[config.mk]
export PLATFORM = sky130hd
export DESIGN_NAME = ws2812_bit_encoder_flat
export DESIGN_NICKNAME = d
export VERILOG_FILES = /design/src/rtl/ws2812_bit_encoder_if.sv /design/src/rtl/ws2812_bit_encoder.sv /design/src/flat_wrapper.sv
export SDC_FILE = /design/constraint.sdc
export NUM_CORES = 1
export LEC_CHECK = 0
export ABC_AREA = 1
export CAP_MARGIN = 20
export CORE_UTILIZATION = 64
export DETAILED_ROUTE_END_ITERATION = 12
export PLACE_DENSITY_LB_ADDON = 0.1
export SYNTH_ARGS = -nofsm -noshare
export SYNTH_HDL_FRONTEND = slang
export SYNTH_SLANG_ARGS = --single-unit
export TNS_END_PERCENT = 10
[constraint.sdc]
create_clock -name clk -period 3.3 [get_ports clk]
set_clock_uncertainty 0.1 [all_clocks]
set_input_delay 0.825 -clock clk [delete_from_list [all_inputs] [get_ports clk]]
set_output_delay 0.825 -clock clk [all_outputs]
set_load 0.005 [all_outputs]
[src/rtl/ws2812_bit_encoder_if.sv]
// Handshake bundle between the WS2812 bit encoder, the frame controller and
// the upstream shift register, plus the encoded data line.
interface ws2812_bit_encoder_if;
    logic start;
    logic bit_in;
    logic shift_en;
    logic word_req;
    logic dout;
    logic busy;
    logic frame_done;

    modport master (
        output start,
        output bit_in,
        input  shift_en,
        input  word_req,
        input  dout,
        input  busy,
        input  frame_done
    );

    modport slave (
        input  start,
        input  bit_in,
        output shift_en,
        output word_req,
        output dout,
        output busy,
        output frame_done
    );
endinterface

[src/rtl/ws2812_bit_encoder.sv]
// WS2812 NRZ line encoder: turns the upstream serial bit stream into timed
// high/low pulses, paces the shift register and closes each frame with a latch gap.
module ws2812_bit_encoder #(
    parameter int unsigned BITS_PER_LED = 24,
    parameter int unsigned N_LEDS       = 64,
    parameter int unsigned T0H          = 20,
    parameter int unsigned T1H          = 40,
    parameter int unsigned T_BIT        = 63,
    parameter int unsigned T_RES        = 3000
) (
    input  logic                  clk,
    input  logic                  rst,
    ws2812_bit_encoder_if.slave   bus
);

    localparam int unsigned CYC_W = (T_BIT > 1)        ? $clog2(T_BIT)        : 1;
    localparam int unsigned BIT_W = (BITS_PER_LED > 1) ? $clog2(BITS_PER_LED) : 1;
    localparam int unsigned LED_W = (N_LEDS > 1)       ? $clog2(N_LEDS)       : 1;
    localparam int unsigned LAT_W = (T_RES > 1)        ? $clog2(T_RES)        : 1;

    localparam logic [CYC_W-1:0] CYC_ZERO = {CYC_W{1'b0}};
    localparam logic [CYC_W-1:0] CYC_ONE  = CYC_W'(1);
    localparam logic [CYC_W-1:0] CYC_LAST = CYC_W'(T_BIT - 1);
    localparam logic [CYC_W-1:0] T0H_C    = CYC_W'(T0H);
    localparam logic [CYC_W-1:0] T1H_C    = CYC_W'(T1H);
    localparam logic [BIT_W-1:0] BIT_ZERO = {BIT_W{1'b0}};
    localparam logic [BIT_W-1:0] BIT_ONE  = BIT_W'(1);
    localparam logic [BIT_W-1:0] BIT_LAST = BIT_W'(BITS_PER_LED - 1);
    localparam logic [LED_W-1:0] LED_ZERO = {LED_W{1'b0}};
    localparam logic [LED_W-1:0] LED_ONE  = LED_W'(1);
    localparam logic [LED_W-1:0] LED_LAST = LED_W'(N_LEDS - 1);
    localparam logic [LAT_W-1:0] LAT_ZERO = {LAT_W{1'b0}};
    localparam logic [LAT_W-1:0] LAT_ONE  = LAT_W'(1);
    localparam logic [LAT_W-1:0] LAT_LAST = LAT_W'(T_RES - 1);

    typedef enum logic [1:0] {
        ST_IDLE  = 2'd0,
        ST_BIT   = 2'd1,
        ST_LATCH = 2'd2
    } state_t;

    state_t             state_r,      state_s;
    logic [CYC_W-1:0]   cyc_r,        cyc_s;
    logic [BIT_W-1:0]   bit_cnt_r,    bit_cnt_s;
    logic [LED_W-1:0]   led_cnt_r,    led_cnt_s;
    logic [LAT_W-1:0]   lat_cnt_r,    lat_cnt_s;
    logic               bit_q_r,      bit_q_s;
    logic               dout_r,       dout_s;
    logic               shift_en_r,   shift_en_s;
    logic               word_req_r,   word_req_s;
    logic               busy_r,       busy_s;
    logic               frame_done_r, frame_done_s;

    function automatic logic [CYC_W-1:0] high_time(input logic b);
        return b ? T1H_C : T0H_C;
    endfunction

    // State and output registers; reset clears everything so no pulse escapes the reset edge.
    always_ff @(posedge clk) begin
        if (rst) begin
            state_r      <= ST_IDLE;
            cyc_r        <= CYC_ZERO;
            bit_cnt_r    <= BIT_ZERO;
            led_cnt_r    <= LED_ZERO;
            lat_cnt_r    <= LAT_ZERO;
            bit_q_r      <= 1'b0;
            dout_r       <= 1'b0;
            shift_en_r   <= 1'b0;
            word_req_r   <= 1'b0;
            busy_r       <= 1'b0;
            frame_done_r <= 1'b0;
        end else begin
            state_r      <= state_s;
            cyc_r        <= cyc_s;
            bit_cnt_r    <= bit_cnt_s;
            led_cnt_r    <= led_cnt_s;
            lat_cnt_r    <= lat_cnt_s;
            bit_q_r      <= bit_q_s;
            dout_r       <= dout_s;
            shift_en_r   <= shift_en_s;
            word_req_r   <= word_req_s;
            busy_r       <= busy_s;
            frame_done_r <= frame_done_s;
        end
    end

    // Next-state and next-output logic; every register value is computed one cycle ahead.
    always_comb begin
        state_s      = state_r;
        cyc_s        = cyc_r;
        bit_cnt_s    = bit_cnt_r;
        led_cnt_s    = led_cnt_r;
        lat_cnt_s    = lat_cnt_r;
        bit_q_s      = bit_q_r;
        dout_s       = 1'b0;
        shift_en_s   = 1'b0;
        word_req_s   = 1'b0;
        busy_s       = busy_r;
        frame_done_s = 1'b0;

        case (state_r)
            ST_IDLE: begin
                if (bus.start) begin
                    state_s   = ST_BIT;
                    cyc_s     = CYC_ZERO;
                    bit_cnt_s = BIT_ZERO;
                    led_cnt_s = LED_ZERO;
                    busy_s    = 1'b1;
                    dout_s    = 1'b1;
                end else begin
                    busy_s    = 1'b0;
                end
            end

            ST_BIT: begin
                busy_s = 1'b1;
                if (cyc_r == CYC_LAST) begin
                    cyc_s = CYC_ZERO;
                    if ((bit_cnt_r == BIT_LAST) && (led_cnt_r == LED_LAST)) begin
                        state_s   = ST_LATCH;
                        lat_cnt_s = LAT_ZERO;
                        dout_s    = 1'b0;
                    end else if (bit_cnt_r == BIT_LAST) begin
                        bit_cnt_s = BIT_ZERO;
                        led_cnt_s = led_cnt_r + LED_ONE;
                        dout_s    = 1'b1;
                    end else begin
                        bit_cnt_s = bit_cnt_r + BIT_ONE;
                        dout_s    = 1'b1;
                    end
                end else begin
                    cyc_s = cyc_r + CYC_ONE;
                    // The upstream stage updates bit_in on the edge that opens the
                    // period, so the settled value is captured one edge later; the
                    // first cycle of a period is high for either bit value anyway.
                    if (cyc_r == CYC_ZERO) begin
                        bit_q_s = bus.bit_in;
                        dout_s  = (cyc_s < high_time(bus.bit_in));
                    end else begin
                        dout_s  = (cyc_s < high_time(bit_q_r));
                    end
                    if (cyc_s == CYC_LAST) begin
                        if (bit_cnt_r != BIT_LAST) begin
                            shift_en_s = 1'b1;
                        end else if (led_cnt_r != LED_LAST) begin
                            word_req_s = 1'b1;
                        end else begin
                            shift_en_s = 1'b0;
                        end
                    end else begin
                        shift_en_s = 1'b0;
                    end
                end
            end

            ST_LATCH: begin
                if (lat_cnt_r == LAT_LAST) begin
                    state_s      = ST_IDLE;
                    lat_cnt_s    = LAT_ZERO;
                    busy_s       = 1'b0;
                    frame_done_s = 1'b1;
                end else begin
                    lat_cnt_s    = lat_cnt_r + LAT_ONE;
                    busy_s       = 1'b1;
                end
            end

            default: begin
                state_s = ST_IDLE;
                busy_s  = 1'b0;
            end
        endcase
    end

    assign bus.dout       = dout_r;
    assign bus.shift_en   = shift_en_r;
    assign bus.word_req   = word_req_r;
    assign bus.busy       = busy_r;
    assign bus.frame_done = frame_done_r;

endmodule

[src/flat_wrapper.sv]
// flat-port wrapper written by rule: the top's interface ports become plain ports
module ws2812_bit_encoder_flat 
#(
    parameter int unsigned BITS_PER_LED = 24,
    parameter int unsigned N_LEDS       = 64,
    parameter int unsigned T0H          = 20,
    parameter int unsigned T1H          = 40,
    parameter int unsigned T_BIT        = 63,
    parameter int unsigned T_RES        = 3000
)
  (clk, rst, bus_start, bus_bit_in, bus_shift_en, bus_word_req, bus_dout, bus_busy, bus_frame_done);
  ws2812_bit_encoder_if bus_i ();
  input  logic clk;
  input  logic rst;
  input wire logic [$bits(bus_i.start)-1:0] bus_start;
  input wire logic [$bits(bus_i.bit_in)-1:0] bus_bit_in;
  output wire logic [$bits(bus_i.shift_en)-1:0] bus_shift_en;
  output wire logic [$bits(bus_i.word_req)-1:0] bus_word_req;
  output wire logic [$bits(bus_i.dout)-1:0] bus_dout;
  output wire logic [$bits(bus_i.busy)-1:0] bus_busy;
  output wire logic [$bits(bus_i.frame_done)-1:0] bus_frame_done;
  assign bus_i.start = bus_start;
  assign bus_i.bit_in = bus_bit_in;
  assign bus_shift_en = bus_i.shift_en;
  assign bus_word_req = bus_i.word_req;
  assign bus_dout = bus_i.dout;
  assign bus_busy = bus_i.busy;
  assign bus_frame_done = bus_i.frame_done;
  ws2812_bit_encoder #(.BITS_PER_LED(BITS_PER_LED), .N_LEDS(N_LEDS), .T0H(T0H), .T1H(T1H), .T_BIT(T_BIT), .T_RES(T_RES)) u_core (.clk(clk), .rst(rst), .bus(bus_i));
endmodule
==> flow_metrics.py <==
metrics = {
    "floorplan": {
        "die_width_um": 59.7,
        "dieArea_um2": 3560,
        "number_of_ports_placed_on_the_die_boundary": 9,
        "start_util": 0.686,
        "core_region_area_um2": 3100,
        "rows": 20,
        "chipHeight_um": 59.7,
    },
    "sta": {
        "slew_viol_final": 0,
        "timing.fmax_mhz": 420,
        "final_clock_period_utilization_by_the_worst_path": 0.722,
        "slew_headroom": 0.609,
        "final_hold_viol_count": 0,
        "whs_ns": 0.373,
        "final_critical_path_setup_slack_ns": 0.917,
        "worst-slew-pin-transition_ns": 0.581,
        "post-route-min-period_ns": 2.38,
        "final.setup.tns_ns": 0,
        "grt_setup_unrepaired": "false",
        "finalSetupViolCount": 0,
    },
    "drt": {
        "drc": 0,
        "top_signal_layer_used": "met4",
        "wl_met2_um": 1870,
        "drt-met1-wl_um": 1970,
        "wl_um": 4030,
        "drt-vias-per-instance": 5.20,
        "drt_iter0_markers": 99,
        "wl_met3_um": 127,
        "via_count": 1883,
        "wl_per_cell_um": 11.1,
        "antenna_left": 0,
        "drt-pass1-iter-count": 4,
    },
    "place": {
        "cell_count_after_placement": 355,
        "detailedPlace.worstSlack_ns": 0.815,
        "gp_routability_congestion": 0.881,
        "buffer_ports.inserted": 8,
        "post_dp_cell_area_um2": 2230,
        "dpl.hpwl_um": 2970,
    },
    "power": {
        "vdd_drop_max_mv": 0.284,
        "power_density_nw_per_um2": 346,
        "p_leak_nw": 0.946,
        "finalPower_mw": 0.790,
    },
    "global_routing": {
        "pin_count_of_the_biggest_net_entering_global_routing": 25,
        "grt_util_all_layers": 0.247,
        "grt.overflow.total": 0,
        "vias_in_the_first_global_route": 1598,
        "grt_first_pass_wirelength_um": 6600,
        "grt_antenna_before_repair": 0,
    },
    "setup_path": {
        "worstSetupStartpointType": "register",
        "worstRegToRegCells": 12,
        "cp.required_ns": 3.48,
        "rr_startpoint": "u_core.cyc_r[0]$_SDFFE_PP0P_",
        "worstPathMaxFanout": 6,
        "arrival_ns": 2.56,
        "worstReg2RegEnd": "u_core.bus.dout$_SDFF_PP0_",
        "critPathKind": "reg -> reg",
        "worst_setup_path_end_kind": "register",
        "reg2reg_setup_slack_ns": 0.92,
    },
    "layout": {
        "filler_cell_count": 265,
        "area_delta_synth_final_pct": 7.34,
        "final_cell_count_no_fill": 362,
        "post_route_cells_drive_above_1_share": 0.0786,
        "final_cell_area_um2": 2290,
        "num_antenna_cells": 0,
        "utilization": 0.737,
        "most-common-layout-cells": "nand2_1, inv_1, dfxtp_1",
        "final_nets": 335,
        "final_common_cell": "nand2_1",
    },
    "clock_tree": {
        "cts.sink_count": 37,
        "cts_buffers": 5,
        "clock_insertion_delay_worst_skew_ns": 0.34,
        "post_cts_hold_buffers": 0,
        "postCtsSetupBuffers": 0,
        "cts_resized": 0,
        "clk_pin_slew_ns": 0.11,
        "cts-root-buf": "clkbuf_4",
        "tritoncts": "built",
        "htree_num_levels": 2,
        "cts_buffer_depth": 2,
    },
    "outcome": {
        "run_status": "finished, final reports clean",
    },
    "synth": {
        "yosysSeqAreaShare": 0.348,
        "post_synth.cell_area_avg_um2": 6.94,
        "synth.lib_cells_used.distinct": 29,
        "syn_inst_count": 307,
        "syn_area_um2": 2130,
        "yosys_register_bits": 37,
        "ys.warnings.count": 0,
        "number_of_nets_in_the_synthesized_netlist": 324,
    },
    "worst_hold_path": {
        "hold_path_origin": "u_core.lat_cnt_r[11]$_SDFFE_PP0P_",
        "worstHoldPathType": "reg -> reg",
        "worst_hold_path.endpoint": "u_core.lat_cnt_r[11]$_SDFFE_PP0P_",
        "whs_path_depth": 2,
    },
    "job": {
        "maxCapViolCount": 0,
    },
}
## kinds of logic after synthesis
| family | Yosys count | synth area share |
|---|---|---|
| and+or+nand+nor | 154 | 0.338 |
| DFF | 37 | 0.348 |
| adders and majority gates | 13 | 0.0764 |
| xor gates and xnor gates | 4 | 0.0164 |
| AOI/OAI and AO/OA | 50 | 0.124 |
| buffers and inverters | 49 | 0.0969 |
## cell usage after synthesis
| cell type | count | area [um^2] |
|---|---|---|
| nand2_4 | 2 | 22.5 |
| nor2_2 | 2 | 12.5 |
| xor2_1 | 4 | 35.0 |
| inv_2 | 3 | 11.3 |
| nand3_2 | 2 | 20.0 |
| clkbuf_1 | 2 | 7.51 |
| ha_1 | 13 | 163 |
| o21ai_0 | 14 | 70.1 |
| o211ai_1 | 1 | 7.51 |
| nand2_1 | 75 | 282 |
| nand3_1 | 21 | 105 |
| nor3b_1 | 1 | 7.51 |
| nand3b_1 | 2 | 15.0 |
| nand4_1 | 4 | 25.0 |
| nand2_2 | 3 | 18.8 |
| nor3_4 | 1 | 16.3 |
| or2_1 | 1 | 6.26 |
| o31ai_1 | 2 | 15.0 |
| inv_1 | 41 | 154 |
| buf_6 | 3 | 33.8 |
| a21oi_1 | 31 | 155 |
| nor3_2 | 2 | 20.0 |
| dfxtp_1 | 37 | 741 |
| nor3_1 | 9 | 45.0 |
| nor2_1 | 27 | 101 |
| nor3b_2 | 1 | 12.5 |
| nor2_4 | 1 | 11.3 |
| a21o_1 | 1 | 7.51 |
| o21ai_2 | 1 | 8.76 |
## where the power goes
part | internal [mW] | total, mW | switching (mW)
Sequential | 0.455 | 0.461 | 0.00606
Combinational | 0.0291 | 0.0836 | 0.0545
Clock | 0.101 | 0.246 | 0.145
## state kept, by name (all words and copies together) (netlist names)
signal,flops
u_core.bit_q_r,1
u_core.bus.word_req,1
u_core.led_cnt_r,6
u_core.bit_cnt_r,5
u_core.lat_cnt_r,12
u_core.bus.shift_en,1
u_core.bus.dout,1
u_core.bus.busy,1
u_core.bus.frame_done,1
u_core.cyc_r,6
u_core.state_r,2
## area by class of cell
class,instances,area [um^2],area share
tap,44,55.1,0.0241
inverter,44,165,0.0722
timing repair buffer,9,87.6,0.0383
sequential,37,741,0.324
multi-input combinational,221,1180,0.517
clock buffer,7,55.1,0.0241
## worst max-delay path, stage by stage, from the launching register on
cell	delay (ns)
dfxtp_1	0.37
inv_1	0.12
nor3_2	0.19
inv_1	0.08
o31ai_1	0.50
ha_1	0.35
nand2_1	0.07
inv_1	0.04
nor3_1	0.16
nand2_1	0.07
nand3_1	0.08
nand2_1	0.06
a21oi_1	0.13
## worst max path at each step
| stage | start | end | slack [ns] |
|---|---|---|---|
| floorplan | u_core.cyc_r[0]$_SDFFE_PP0P_ | u_core.bus.dout$_SDFF_PP0_ | 1.28 |
| global placement | bus_bit_in | u_core.bus.dout$_SDFF_PP0_ | 0.89 |
| detailed placement | bus_bit_in | u_core.bus.dout$_SDFF_PP0_ | 0.82 |
| CTS | u_core.cyc_r[0]$_SDFFE_PP0P_ | u_core.bus.dout$_SDFF_PP0_ | 0.93 |
| global route | u_core.cyc_r[0]$_SDFFE_PP0P_ | u_core.bus.dout$_SDFF_PP0_ | 0.71 |
| finish | u_core.cyc_r[0]$_SDFFE_PP0P_ | u_core.bus.dout$_SDFF_PP0_ | 0.92 |
## metal layers
metal,vias up,GRT usage
li1,1010,-
met3,9,0.0758
met5,-,0
met4,0,0.0864
met1,835,0.294
met2,29,0.421
Power figures use the tool's default switching activity.
